[config.mk]
export PLATFORM = sky130hd
export DESIGN_NAME = clean_ctrl
export DESIGN_NICKNAME = d
export VERILOG_FILES = /design/src/rtl/hood_pkg.sv /design/src/rtl/btn_debounce.sv /design/src/rtl/clean_ctrl.sv
export SDC_FILE = /design/constraint.sdc
export NUM_CORES = 1
export LEC_CHECK = 0
export ABC_CLOCK_PERIOD_IN_PS = 2800
export CORE_AREA = 2 2 111 113
export DETAILED_ROUTE_END_ITERATION = 6
export DIE_AREA = 0 0 113 115
export GPL_ROUTABILITY_DRIVEN = 0
export HOLD_SLACK_MARGIN = 0.08
export PLACE_DENSITY_LB_ADDON = 0.12
export SLEW_MARGIN = 20
export SYNTH_ARGS = -nofsm -noshare
export SYNTH_HDL_FRONTEND = slang
export SYNTH_SLANG_ARGS = --single-unit
[constraint.sdc]
create_clock -name clk -period 2.8 [get_ports clk]
set_input_delay 0.56 -clock clk [delete_from_list [all_inputs] [get_ports clk]]
set_output_delay 0.56 -clock clk [all_outputs]
set_load 0.03 [all_outputs]
[src/rtl/hood_pkg.sv]
// Shared definitions for the range-hood controller.
//   hood_state_e : FSM state encoding (OFF=0, ON=1, CLEAN=2, FINISH=3)
//   DEF_*        : default timing constants used as parameter defaults
//   cnt_width    : width helper for counters that must hold 0..n-1
package hood_pkg;

    typedef enum logic [1:0] {
        ST_OFF    = 2'd0,
        ST_ON     = 2'd1,
        ST_CLEAN  = 2'd2,
        ST_FINISH = 2'd3
    } hood_state_e;

    localparam int DEF_CLK_HZ       = 100000000;
    localparam int DEF_DEBOUNCE_CYC = 2000000;
    localparam int DEF_DONE_HOLD_S  = 3;
    localparam int DEF_REMIND_S     = 36000;

    function automatic int cnt_width(input int n);
        return (n > 1) ? $clog2(n) : 1;
    endfunction

endpackage

[src/rtl/btn_debounce.sv]
// Button conditioner: 2-flop synchroniser, stability counter, rising-edge pulse.
//   clk   : system clock
//   rst   : asynchronous active-low reset
//   btn   : raw asynchronous button level
//   press : one-cycle pulse when a new high level has been accepted
module btn_debounce
    import hood_pkg::*;
#(
    parameter int DEBOUNCE_CYC = DEF_DEBOUNCE_CYC
) (
    input  logic clk,
    input  logic rst,
    input  logic btn,
    output logic press
);

    localparam int CW = cnt_width(DEBOUNCE_CYC);

    logic          meta;
    logic          sync;
    logic          level;
    logic [CW-1:0] cnt;

    // cnt counts consecutive cycles the synchronised input has disagreed
    // with the accepted level; any return to agreement restarts it.
    always_ff @(posedge clk or negedge rst) begin
        if (!rst) begin
            meta  <= 1'b0;
            sync  <= 1'b0;
            level <= 1'b0;
            cnt   <= '0;
            press <= 1'b0;
        end else begin
            meta  <= btn;
            sync  <= meta;
            press <= 1'b0;
            if (sync == level) begin
                cnt <= '0;
            end else if (cnt == CW'(DEBOUNCE_CYC - 1)) begin
                level <= sync;
                cnt   <= '0;
                press <= sync;
            end else begin
                cnt <= cnt + 1'b1;
            end
        end
    end

endmodule

[src/rtl/clean_ctrl.sv]
// Range-hood power / self-clean controller.
//   clk, rst                : system clock, asynchronous active-low reset
//   btn_power, btn_clean    : raw buttons (debounced internally)
//   fan_active              : fan running at any speed
//   clean_done              : completion level from the self-clean timer
//   is_on, start_clean,
//   clean_finished, remind  : registered status outputs
//   state                   : current FSM state code
//
// state  | meaning
// OFF    | hood unpowered, waiting for power press
// ON     | powered, fan may run, usage accumulates
// CLEAN  | self-clean requested, waiting for clean_done
// FINISH | clean complete indication, held DONE_HOLD_S seconds
module clean_ctrl
    import hood_pkg::*;
#(
    parameter int CLK_HZ       = DEF_CLK_HZ,
    parameter int DEBOUNCE_CYC = DEF_DEBOUNCE_CYC,
    parameter int DONE_HOLD_S  = DEF_DONE_HOLD_S,
    parameter int REMIND_S     = DEF_REMIND_S
) (
    input  logic       clk,
    input  logic       rst,
    input  logic       btn_power,
    input  logic       btn_clean,
    input  logic       fan_active,
    input  logic       clean_done,
    output logic       is_on,
    output logic       start_clean,
    output logic       clean_finished,
    output logic       remind,
    output logic [1:0] state
);

    localparam int HOLD_CYC = DONE_HOLD_S * CLK_HZ;

    logic        pwr_press;
    logic        cln_press;
    hood_state_e st;
    logic [31:0] div;
    logic        tick;
    logic [31:0] hold;
    logic [15:0] usage;
    logic        fin_entry;

    btn_debounce #(.DEBOUNCE_CYC(DEBOUNCE_CYC)) u_db_power (
        .clk   (clk),
        .rst   (rst),
        .btn   (btn_power),
        .press (pwr_press)
    );

    btn_debounce #(.DEBOUNCE_CYC(DEBOUNCE_CYC)) u_db_clean (
        .clk   (clk),
        .rst   (rst),
        .btn   (btn_clean),
        .press (cln_press)
    );

    assign tick      = (div == 32'(CLK_HZ - 1));
    // A power press on the same cycle as clean_done wins, so no FINISH entry.
    assign fin_entry = (st == ST_CLEAN) && clean_done && !pwr_press;
    assign state     = st;

    always_ff @(posedge clk or negedge rst) begin
        if (!rst) begin
            div <= '0;
        end else if (fin_entry || tick) begin
            div <= '0;
        end else begin
            div <= div + 32'd1;
        end
    end

    always_ff @(posedge clk or negedge rst) begin
        if (!rst) begin
            usage  <= '0;
            remind <= 1'b0;
        end else if (fin_entry) begin
            usage  <= '0;
            remind <= 1'b0;
        end else if (tick && (st == ST_ON) && fan_active && (usage != 16'(REMIND_S))) begin
            usage  <= usage + 16'd1;
            remind <= ((usage + 16'd1) == 16'(REMIND_S));
        end
    end

    always_ff @(posedge clk or negedge rst) begin
        if (!rst) begin
            st             <= ST_OFF;
            hold           <= '0;
            is_on          <= 1'b0;
            start_clean    <= 1'b0;
            clean_finished <= 1'b0;
        end else begin
            case (st)
                ST_OFF: begin
                    if (pwr_press) begin
                        st    <= ST_ON;
                        is_on <= 1'b1;
                    end
                end
                ST_ON: begin
                    if (pwr_press) begin
                        st    <= ST_OFF;
                        is_on <= 1'b0;
                    end else if (cln_press && !fan_active) begin
                        st          <= ST_CLEAN;
                        start_clean <= 1'b1;
                    end
                end
                ST_CLEAN: begin
                    if (pwr_press) begin
                        st          <= ST_OFF;
                        is_on       <= 1'b0;
                        start_clean <= 1'b0;
                    end else if (clean_done) begin
                        st             <= ST_FINISH;
                        hold           <= '0;
                        start_clean    <= 1'b0;
                        clean_finished <= 1'b1;
                    end
                end
                ST_FINISH: begin
                    if (pwr_press) begin
                        st             <= ST_OFF;
                        is_on          <= 1'b0;
                        clean_finished <= 1'b0;
                    end else if (hold == 32'(HOLD_CYC - 1)) begin
                        st             <= ST_ON;
                        clean_finished <= 1'b0;
                    end else begin
                        hold <= hold + 32'd1;
                    end
                end
                default: begin
                    st             <= ST_OFF;
                    is_on          <= 1'b0;
                    start_clean    <= 1'b0;
                    clean_finished <= 1'b0;
                end
            endcase
        end
    end

endmodule

=== Yosys cells after proc, flatten, opt, wreduce, memory -nomap -nowiden ===
Index checks and enable logic that the tools add are counted.
W data, S select, Z words.

* Add/subtract/negate cells: 5
* Equal/unequal tests: 22
* Multiplexer cells: 39
* Bitwise logic cells: 2
* Reductions and logical operators: 21

{| class="wikitable"
|+ Operators by type and width
! operator !! count
|-
| $mux W32 || 5
|-
| $mux W21 || 4
|-
| $add A32 B1 Y32 const B || 2
|-
| $pmux W32 S2 || 1
|-
| $add A21 B1 Y21 const B || 2
|-
| $eq A21 B21 Y1 const B || 2
|-
| $eq A32 B27 Y1 const B || 1
|-
| $eq A32 B29 Y1 const B || 1
|-
| $mux W16 || 2
|-
| $add A16 B1 Y16 const B || 1
|-
| $eq A16 B16 Y1 const B || 1
|-
| $mux W1 || 16
|-
| $ne A16 B16 Y1 const B || 1
|-
| $mux W2 || 7
|-
| $reduce_and A4 Y1 || 3
|-
| $ne A2 B2 Y1 const B || 5
|-
| $pmux W2 S4 || 1
|-
| $logic_and A1 B1 Y1 || 6
|-
| $ne A2 B1 Y1 const B || 3
|-
| $ne A3 B2 Y1 const B || 2
|-
| $pmux W1 S2 || 3
|-
| $reduce_and A2 Y1 || 3
|-
| $reduce_bool A2 Y1 || 3
|-
| $reduce_and A5 Y1 || 1
|-
| other kinds (9) || 13
|}

* Bits in registers: 136
* Output and inout port bits: 6
* Logic and storage cells: 107

=== Depth between registers and ports, before layout ===
Gate-level depths: netlist of the first run.

* Depth after elaboration: 6
* Mapped depth: 8
* Mapped depth without buffers: 7

=== Cells and area by module ===
Synthesis of the first run repeated with hierarchy kept, for this count alone.

* Cells, all modules: 784
* Area total of the unflattened synthesis: 7297.0 µm²

{| class="wikitable"
|+ Modules (own cells, without submodules)
! module !! instances !! cells an instance !! area an instance (µm²)
|-
| clean_ctrl || 1 || 544 || 4874.7
|-
| btn_debounce || 2 || 120 || 1211.2
|}

=== Worst setup path after synthesis of the first run ===
No wires, ideal clock.

* Path kind: flip-flop to flip-flop
* From: register st[0] (netlist: state[0])
* To: register hold[23]
* Setup time: 0.066 ns
* Arrival: 2.689 ns
* Setup slack: 0.045 ns
* Cell stages (with the launch flop): 9
* Cell sequence: dfrtp_1 > inv_1 > ha_1 > mux2i_1 > or4_1 > buf_2 > or3_4 > or4_1 > nand2_1

* Cells in the longest elaborated chain, start to end: 3
* Elaborated cells between the ends (all ways): 9

{| class="wikitable"
|+ RTL lines
! element !! line !! text
|-
| from (decl) || clean_ctrl.sv:40 || <nowiki>hood_state_e st;</nowiki>
|-
| from (signal assigned) || clean_ctrl.sv:91 || <nowiki>st <= ST_OFF;</nowiki>
|-
| from (signal assigned) || clean_ctrl.sv:100 || <nowiki>st <= ST_ON;</nowiki>
|-
| from (signal assigned) || clean_ctrl.sv:106 || <nowiki>st <= ST_OFF;</nowiki>
|-
| $eq A2 B2 Y1 || clean_ctrl.sv:97 || <nowiki>case (st)</nowiki>
|-
| $ne A2 B2 Y1 (no line) / $reduce_bool A2 Y1 (equally long branches) || -- ||
|-
| $reduce_and A5 Y1 (no line) || -- ||
|-
| to (signal assigned) || clean_ctrl.sv:134 || <nowiki>hold <= hold + 32'd1;</nowiki>
|-
| to (decl) || clean_ctrl.sv:43 || <nowiki>logic [31:0] hold;</nowiki>
|}

Several ways; a longest one is shown, not always the timed one.
A chain may end at the register's enable or synchronous reset.

=== Worst setup path after layout of the first run ===
* From: register div[28]
* To: register usage[13]

* Cells in the longest elaborated chain, start to end: 5

{| class="wikitable"
|+ RTL lines
! element !! line !! text
|-
| from (decl) || clean_ctrl.sv:41 || <nowiki>logic [31:0] div;</nowiki>
|-
| from (signal assigned) || clean_ctrl.sv:72 || <nowiki>div <= div + 32'd1;</nowiki>
|-
| $eq A32 B27 Y1 || clean_ctrl.sv:61 || <nowiki>assign tick = (div == 32'(CLK_HZ - 1));</nowiki>
|-
| $logic_and A1 B1 Y1 (3 in a row) || clean_ctrl.sv:83 || <nowiki>end else if (tick && (st == ST_ON) && fan_active && (usage != 16'(REMIND_S))) begin</nowiki>
|-
| $reduce_bool A2 Y1 (no line) || -- ||
|-
| to (signal assigned) || clean_ctrl.sv:84 || <nowiki>usage <= usage + 16'd1;</nowiki>
|-
| to (decl) || clean_ctrl.sv:44 || <nowiki>logic [15:0] usage;</nowiki>
|}

Every way passes these cells.

==> results of run 1 <==
==> routing by layer <==
layer  track usage, %  part of all wire [%]  routed length, um
met5                0                     0                  0
met4             9.11                   1.1                176
met3             6.33                   4.1                639
met2             40.1                    48               7530
met1             34.9                    47               7410
==> power by group through the flow <==
| stage | Clock, W | Sequential [W] | Combinational, W |
|---|---|---|---|
| after floorplan | 0 | 0.00225 | 0.000456 |
| after global placement | 0 | 0.00224 | 0.000716 |
| after detailed placement | 0 | 0.00225 | 0.000743 |
| after CTS | 0.00230 | 0.00222 | 0.000750 |
| after global routing | 0.00240 | 0.00224 | 0.000834 |
| final | 0.00227 | 0.00222 | 0.000752 |
==> registers in the layout (all words and copies together) (netlist names), 2 cells and up <==
name,count
usage,16
u_db_clean.cnt,21
state,2
div,32
u_db_power.cnt,21
hold,32
==> through the flow <==
step	util, %	cell area (um^2)	hold slack, ns	instances	setup WS (ns)
after global routing	70.0	8260	0.203	962	0.0760
after global placement	64.8	7660	0.338	930	0.0264
after detailed placement	64.8	7660	0.339	930	0.0103
after floorplan	-	7290	0.264	776	0.0445
after CTS	70.0	8260	0.173	962	0.253
final	70.0	8260	0.141	962	0.276
==> layout make-up <==
class / count / area (um^2) / share of cell area (%)
Multi-Input combinational cell: 592 / 3680 / 44.5
Inverter: 20 / 75.1 / 0.909
Clock buffer: 18 / 429 / 5.19
Timing Repair Buffer: 35 / 317 / 3.83
Sequential cell: 136 / 3400 / 41.2
Tap cell: 147 / 184 / 2.23
Clock inverter: 14 / 175 / 2.12
==> worst reg2reg max path: stages, from the launching register on <==
cell     delay [ns]
dfrtp_1        0.41
or4_1          0.55
nor3_1         0.47
nand4_1        0.41
buf_4          0.28
o21ai_0        0.20
a21oi_1        0.09
==> cells by family (layout without fill, tap and decap cells) <==
| logic type | Yosys count | after routing |
|---|---|---|
| compound gates | 110 | 110 |
| flops | 136 | 136 |
| mux | 5 | 5 |
| fa+ha+maj | 11 | 11 |
| simple gates | 391 | 391 |
| buf+inv | 48 | 87 |
| xor+xnor | 75 | 75 |
==> worst max-delay path by stage <==
stage                 to  slack, ns  depth (start not counted)
3_3_place_gp    hold[24]       0.03                          6
5_1_grt        usage[13]       0.08                          6
6_report       usage[13]       0.28                          6
3_5_place_dp    hold[24]       0.01                          6
2_1_floorplan   hold[23]       0.04                          8
4_1_cts         state[1]       0.25                          5
==> cell usage in the layout, fill, tap and decap left out, types with 3 or more instances in the layout <==
cell type        count
a21oi_1             35
and2_1               7
and3_1              14
and3b_1              3
and4_1              13
buf_4               22
bufinv_16            3
clkbuf_16           17
clkdlybuf4s50_1     10
clkinvlp_4           6
dfrtp_1            136
ha_1                11
inv_1               20
mux2i_1              3
nand2_1             52
nand3_1             49
nand4_1             40
nor2_1              99
nor3_1              17
nor3b_1              5
nor4_1              16
nor4b_1             13
nor4bb_1             3
o2111ai_1            3
o211ai_1             7
o21ai_0             34
o31ai_1             11
o41ai_1              3
or2_2                3
or3_1               26
or4_1               18
or4_4                3
or4b_2               3
xnor2_1             40
xor2_1              35
==> results.txt, run 1 <==
Largest net degree at the start of global routing: 72
Pwr Density: 635 nW/um^2
Syn. warnings: 0
Area grow syn2layout: 13.4%
Crit Path Category: flop to flop
RSZ-0062 raised after global routing: false
CTS tree: built
Hold crit path type: input port to asynchronous set/reset pin
Drt first pass iters: 7
Critical R2R Launch: div[28]
Outcome: finished with violations
Slew Limit Fails: 0
First-pass GRT wire length: 26800 um
Post-Synth XOR/XNOR Area: 9.02%
Synth Area in Simple Gates: 29.5%
Clk sink count: 136
Core ar.: 11800 um^2
Post-synth EDFFs: 0
Worst Setup SP: div[28]
Ys async rst share: 100%
Clock group share of total power: 43.3%
CP Buf/Inv Count: 1
PortBufs: 11
Latest clock arrival within the worst-skew pair: 0.42 ns
DRT iter0 DRCs: 557
Fmax: 0.396 GHz
# fillers: 894
Chip height: 115 um
Combinational share of power: 14.3%
R2R depth: 6
Slew headroom: 55.0%
Sw Ratio: 28.0%
Setup TNS: 0 ns
Top cell type's share of synthesized area: 46.7%
Switch Pwr: 0.00147 W
Internal Dissipation: 0.00378 W
Via count: 6017
Most numerous cell in the Yosys netlist: dfrtp_1
Largest delay contributor family on the critical path: simple AND/OR/NAND/NOR gates
# rows: 40
Vias per cell: 6.25
Startpoint Class: flop
Worst Path Max Fanout: 10
Avg Cell Area, Syn: 9.39 um^2
Data arrival, critical path: 2.82 ns
Synth unique cells: 56
Post_cts resized: 0
Total of max-cap violations: 0
Worst-margin pin slew: 0.668 ns
Post-synth net total: 793
Area contributors post-synth: dfrtp_1 47%, nor2_1 5.1%, xnor2_1 4.8%
Critical Path Sink Type: flop
Root Driver: clkbuf_16
Violated checks: design-rule violations
FF-to-FF End: usage[13]
Vias in the first global route: 5751
Die Area: 13000 um^2
Mux share of post-synthesis cell area: 0.721%
# IOs: 12
Clock skew: 0.00771 ns
Most common library cells after synthesis: 136 x dfrtp_1, 99 x nor2_1, 52 x nand2_1
Slowest stage delay, CP: 0.55 ns
Synth Area in Adders: 1.89%
Cts hold-fix bufs: 0
Hold Fails Final Rpt: 0
Share of post-route cells with drive strength above 1: 8.83%
Starting density of the core: 61.7%
H-tree lvl count: 4
CP max stage cell: or4_1
Post-synth top area cell: dfrtp_1
Post CTS Setup Buffer Count: 0
P_leak: 3.40 nW
Cell Chain, Critical Path: or4_1 > nor3_1 > nand4_1 > buf_4 > o21ai_0 > a21oi_1
Sequential share of the synthesized area: 46.7%
Total congestion overflow: 0
WL final: 15800 um
Hpwl dp: 10800 um
DRC viols: 1
Total Power: 0.00525 W
Tcrit/Tclk final: 90.1%
Largest family of logic cells by synthesized area: simple AND/OR/NAND/NOR gates
Most used flip-flop cell after synthesis: dfrtp_1
Final ANT Viol Nets: 0
Final setup vio count: 0
GRT Total Usage: 25.5%
Bufs on Longest Clock Path: 2
Initial antenna violation count: 0
TritonCTS Buffers: 17
WP data required: 3.10 ns
Post-synthesis register bit count: 136
Synthesized area: 7290 um^2
R2R setup slack: 0.28 ns
Wire per inst: 16.4 um
Reg clk slew, reported paths: 0.06 ns
Number of antenna diodes: 0
Final nets: 819
Worst VDD drop: 0.465 mV
Sequential Power Share: 42.4%
Post-Syn Instances: 776
Die outline width: 113 um
Tmin final: 2.52 ns
Post-synthesis compound-gate area fraction: 9.36%
Note: power is estimated with default switching activity, not from simulation.
==> run 2, diff against run 1 <==
--- a/config.mk
+++ b/config.mk
@@ -6,9 +6,9 @@
 export NUM_CORES = 1
 export LEC_CHECK = 0
 export ABC_CLOCK_PERIOD_IN_PS = 2800
-export CORE_AREA = 2 2 111 113
+export CORE_AREA = 2 2 106 118
 export DETAILED_ROUTE_END_ITERATION = 6
-export DIE_AREA = 0 0 113 115
+export DIE_AREA = 0 0 108 120
 export GPL_ROUTABILITY_DRIVEN = 0
 export HOLD_SLACK_MARGIN = 0.08
 export PLACE_DENSITY_LB_ADDON = 0.12
==> results.txt, run 2 (same netlist as run 1, synthesis figures left out) <==
Via count: 5957
PortBufs: 11
Final nets: 821
Bufs on Longest Clock Path: 2
DRT iter0 DRCs: 418
Final core utilization: 70.6%
Wire per inst: 16.2 um
Initial antenna violation count: 0
Worst VDD drop: 0.473 mV
Setup TNS: 0 ns
Area grow syn2layout: 14.6%
Die Area: 13000 um^2
Final ANT Viol Nets: 0
Clock skew: 0.0107 ns
Data arrival, critical path: 2.92 ns
Clk sink count: 136
Latest clock arrival within the worst-skew pair: 0.42 ns
Chip height: 120 um
Slew headroom: 49.6%
Reg clk slew, reported paths: 0.06 ns
Cts hold-fix bufs: 0
Most frequent cells in the layout: 136 x dfrtp_1, 99 x nor2_1, 52 x nand2_1
Pwr Density: 662 nW/um^2
Hold_ws: 0.170 ns
GRT Total Usage: 26.1%
Vias per cell: 6.14
# IOs: 12
P_leak: 3.46 nW
Total congestion overflow: 0
Post-route cell area: 8350 um^2
Final setup vio count: 0
Fmax: 0.382 GHz
Total Power: 0.00553 W
Worst Path Max Fanout: 5
DRC viols: 0
Post CTS Setup Buffer Count: 0
Top Registers: div (32), hold (32)
Number of antenna diodes: 0
H-tree lvl count: 4
First-pass GRT wire length: 27200 um
Slew Limit Fails: 0
WP data required: 3.10 ns
Hold crit path type: input port to asynchronous set/reset pin
Tmin final: 2.62 ns
Share of post-route cells with drive strength above 1: 9.07%
Root Driver: clkbuf_16
RSZ-0062 raised after global routing: false
Critical Path Sink Type: flop
Die outline width: 108 um
Drt first pass iters: 6
Placed Area: 7670 um^2
Total of max-cap violations: 0
Vias in the first global route: 5859
CTS tree: built
Hold Fails Final Rpt: 0
Outcome: finished, final reports clean
Core ar.: 11800 um^2
# rows: 42
Post_cts resized: 0
Hpwl dp: 10600 um
WL final: 15700 um
Starting density of the core: 61.6%
Startpoint Class: flop
Commonest non-fill, non-tap cell in the layout: dfrtp_1
TritonCTS Buffers: 17
Worst-margin pin slew: 0.756 ns
Crit Path Category: flop to flop
Tcrit/Tclk final: 93.5%
Largest net degree at the start of global routing: 82
==> run 2: cell types whose count changed in the layout (fill, tap and decap cells not counted) <==
cell        previous run  this run
clkbuf_1               1         0
clkinv_4               2         1
buf_12                 2         1
buf_4                 22        25
clkbuf_8               0         3
bufinv_16              3         6
clkinvlp_4             6         0
clkinv_2               1         2
==> run 2: metal layers <==
layer  GRT usage, %  share of wire, %
met1           33.6                44
met2           43.0                51
met3           5.11               2.7
met4           11.1               1.8
met5              0                 0
==> run 2: layout make-up <==
class / instances / area, um^2
clock inverters: 11 / 216
multi-input cells: 592 / 3680
inverters: 20 / 75.1
well taps: 154 / 193
fillers: 866 / 3470
clock buffers: 20 / 467
flip-flops and latches: 136 / 3400
repair buffers: 37 / 319
==> run 2: worst paths after layout <==
kind	startpoint	end	slack, ns	depth (start not counted)
max	hold[27]	state[1]	0.18	5
min	rst	usage[0]	0.17	1
max reg2reg	hold[27]	state[1]	0.18	5
min reg2reg	u_db_power.meta	u_db_power.sync	0.36	0
max in group asynchronous	rst	hold[7]	1.82	2
min in group clk	u_db_power.meta	u_db_power.sync	0.36	0
==> run 2: where the power goes <==
| part | switching [W] | internal, W | total (W) |
|---|---|---|---|
| registers | 0.000146 | 0.00208 | 0.00222 |
| clock network | 0.000828 | 0.00174 | 0.00257 |
| logic | 0.000444 | 0.000292 | 0.000735 |
| total | 0.00142 | 0.00411 | 0.00553 |
==> run 2: per-stage QoR <==
stage                     setup slack, ns  std cells
after floorplan                    0.0445        776
after global routing               0.0305        970
after CTS                           0.161        970
final                               0.182        970
after global placement             0.0738        939
after detailed placement           0.0505        939
==> run 2: critical path, stage by stage (launching register included) <==
cell,delay (ns)
dfrtp_1,0.44
or4_4,0.57
or4_4,0.47
o31ai_1,0.51
nand2_1,0.14
o41ai_1,0.37
==> run 3, diff against run 2 <==
--- a/config.mk
+++ b/config.mk
@@ -11,7 +11,9 @@
 export DIE_AREA = 0 0 108 120
 export GPL_ROUTABILITY_DRIVEN = 0
 export HOLD_SLACK_MARGIN = 0.08
+export MAX_ROUTING_LAYER = met4
 export PLACE_DENSITY_LB_ADDON = 0.12
+export REMOVE_ABC_BUFFERS = 1
 export SLEW_MARGIN = 20
 export SYNTH_ARGS = -nofsm -noshare
 export SYNTH_HDL_FRONTEND = slang
==> results.txt, run 3 (same netlist as run 1, synthesis figures left out) <==
Cell Chain, Critical Path: inv_1 > ha_1 > mux2i_1 > or4_1 > or3_4 > or4_1 > nand2_1
Total of max-cap violations: 0
Die outline width: 108 um
Wire per inst: 16.5 um
RSZ-0062 raised after global routing: false
TritonCTS Buffers: 17
Hold crit path type: input port to asynchronous set/reset pin
Final cell count without fillers: 969
Critical R2R Launch: state[0]
# rows: 42
WP data required: 3.16 ns
DRT iter0 DRCs: 443
Hpwl dp: 10800 um
Area grow syn2layout: 13.4%
Sequential Power Share: 42.1%
Data arrival, critical path: 3.02 ns
Sw Ratio: 27.3%
Switch Pwr: 0.00144 W
Post_cts resized: 0
Starting density of the core: 61.6%
Hold_ws: 0.0913 ns
H-tree lvl count: 4
Clock skew: 0.00625 ns
Largest delay contributor family on the critical path: simple AND/OR/NAND/NOR gates
Fmax: 0.376 GHz
R2R setup slack: 0.14 ns
# IOs: 12
Outcome: finished, final reports clean
DRC viols: 0
Commonest non-fill, non-tap cell in the layout: dfrtp_1
FF-to-FF End: hold[24]
Final setup vio count: 0
Tcrit/Tclk final: 94.9%
Wl on met1: 7300 um
Internal Dissipation: 0.00382 W
Root Driver: clkbuf_16
Slew Limit Fails: 0
Drt first pass iters: 5
Largest net degree at the start of global routing: 60
Worst Path Max Fanout: 7
Share of post-route cells with drive strength above 1: 8.47%
Clk sink count: 136
Core ar.: 11800 um^2
Combinational share of power: 14.9%
Most frequent CP cell: or4_1
Bufs on Longest Clock Path: 2
Hold Fails Final Rpt: 0
Worst VDD drop: 0.416 mV
Final setup margin: 0.143 ns
Chip height: 120 um
CP max stage cell: or4_1
Final nets: 820
R2R depth: 7
Number of antenna diodes: 0
First-pass GRT wire length: 27700 um
Slowest stage delay, CP: 0.67 ns
P_leak: 3.41 nW
Via count: 5964
WL met3: 500 um
Latest clock arrival within the worst-skew pair: 0.42 ns
WL final: 16000 um
Reg clk slew, reported paths: 0.06 ns
CP Buf/Inv Count: 1
Placed insts: 938
PortBufs: 11
Startpoint Class: flop
Highest Signal Layer: met4
Tmin final: 2.66 ns
Top Registers: div (32), hold (32)
Initial antenna violation count: 0
GRT Total Usage: 27.5%
Slew headroom: 57.3%
Cts hold-fix bufs: 0
DR WL met2: 7840 um
Worst-margin pin slew: 0.640 ns
Crit Path Category: flop to flop
Post CTS Setup Buffer Count: 0
Die Area: 13000 um^2
Vias per cell: 6.15
Total congestion overflow: 0
Worst slack, placed: -0.0525 ns
Final ANT Viol Nets: 0
Vias in the first global route: 5776
Critical Path Sink Type: flop
CTS tree: built
Pwr Density: 637 nW/um^2
Most frequent cells in the layout: 136 x dfrtp_1, 99 x nor2_1, 52 x nand2_1
Clock group share of total power: 43.0%
## run 3: changes by cell type in the layout (fill, tap and decap cells not counted)
cell | previous run | this run
buf_4 | 25 | 23
buf_12 | 1 | 2
bufinv_16 | 6 | 3
clkbuf_1 | 0 | 4
inv_6 | 2 | 0
clkinv_2 | 2 | 3
clkinvlp_4 | 0 | 1
clkbuf_8 | 3 | 2
## run 3: cell type report
cell class                 instances  area (um^2)
multi-input combinational        592         3680
fill                             902         3560
sequential                       136         3400
clock buffer                      23          468
timing repair buffer              36          324
tap                              154          193
clock inverter                     8          121
inverter                          20         75.1
## run 3: worst max-delay path by stage
stage	from	end	slack [ns]	cells past startpoint
2_1_floorplan	state[0]	hold[25]	0.01	7
5_1_grt	state[0]	hold[24]	0.06	7
4_1_cts	hold[27]	state[1]	0.12	6
3_3_place_gp	clean_done	hold[24]	-0.006	6
3_5_place_dp	clean_done	hold[23]	-0.05	6
6_report	state[0]	hold[24]	0.14	7
## run 3: worst register-to-register path: cells and delay by family (launching register included)
family	cells	cell delay, ns
simple gates	4	1.64
flops	1	0.38
fa+ha+maj	1	0.32
mux	1	0.14
buf+inv	1	0.12
## run 3: power by group through the flow
stage / logic, W / registers [W] / clock network (W)
5_1_grt: 0.000875 / 0.00223 / 0.00240
3_5_place_dp: 0.000770 / 0.00225 / 0
4_1_cts: 0.000786 / 0.00221 / 0.00229
6_report: 0.000782 / 0.00222 / 0.00226
2_1_floorplan: 0.000422 / 0.00226 / 0
3_3_place_gp: 0.000733 / 0.00223 / 0
## run 3: per-stage QoR
step / instance area [um^2] / setup TNS (ns) / total power (W) / utilization, %
after floorplan: 7160 / 0 / 0.00268 / -
after global placement: 7670 / -0.0129 / 0.00297 / 64.9
after detailed placement: 7670 / -0.228 / 0.00302 / 64.9
after CTS: 8260 / 0 / 0.00528 / 69.9
after global routing: 8260 / 0 / 0.00550 / 69.9
final: 8260 / 0 / 0.00526 / 69.9
## run 3: layer usage
| metal | vias up | track usage [%] |
|---|---|---|
| met3 | 37 | 4.67 |
| met4 | 0 | 11.1 |
| met5 | - | - |
| li1 | 2885 | - |
| met1 | 2922 | 36.3 |
| met2 | 120 | 42.3 |
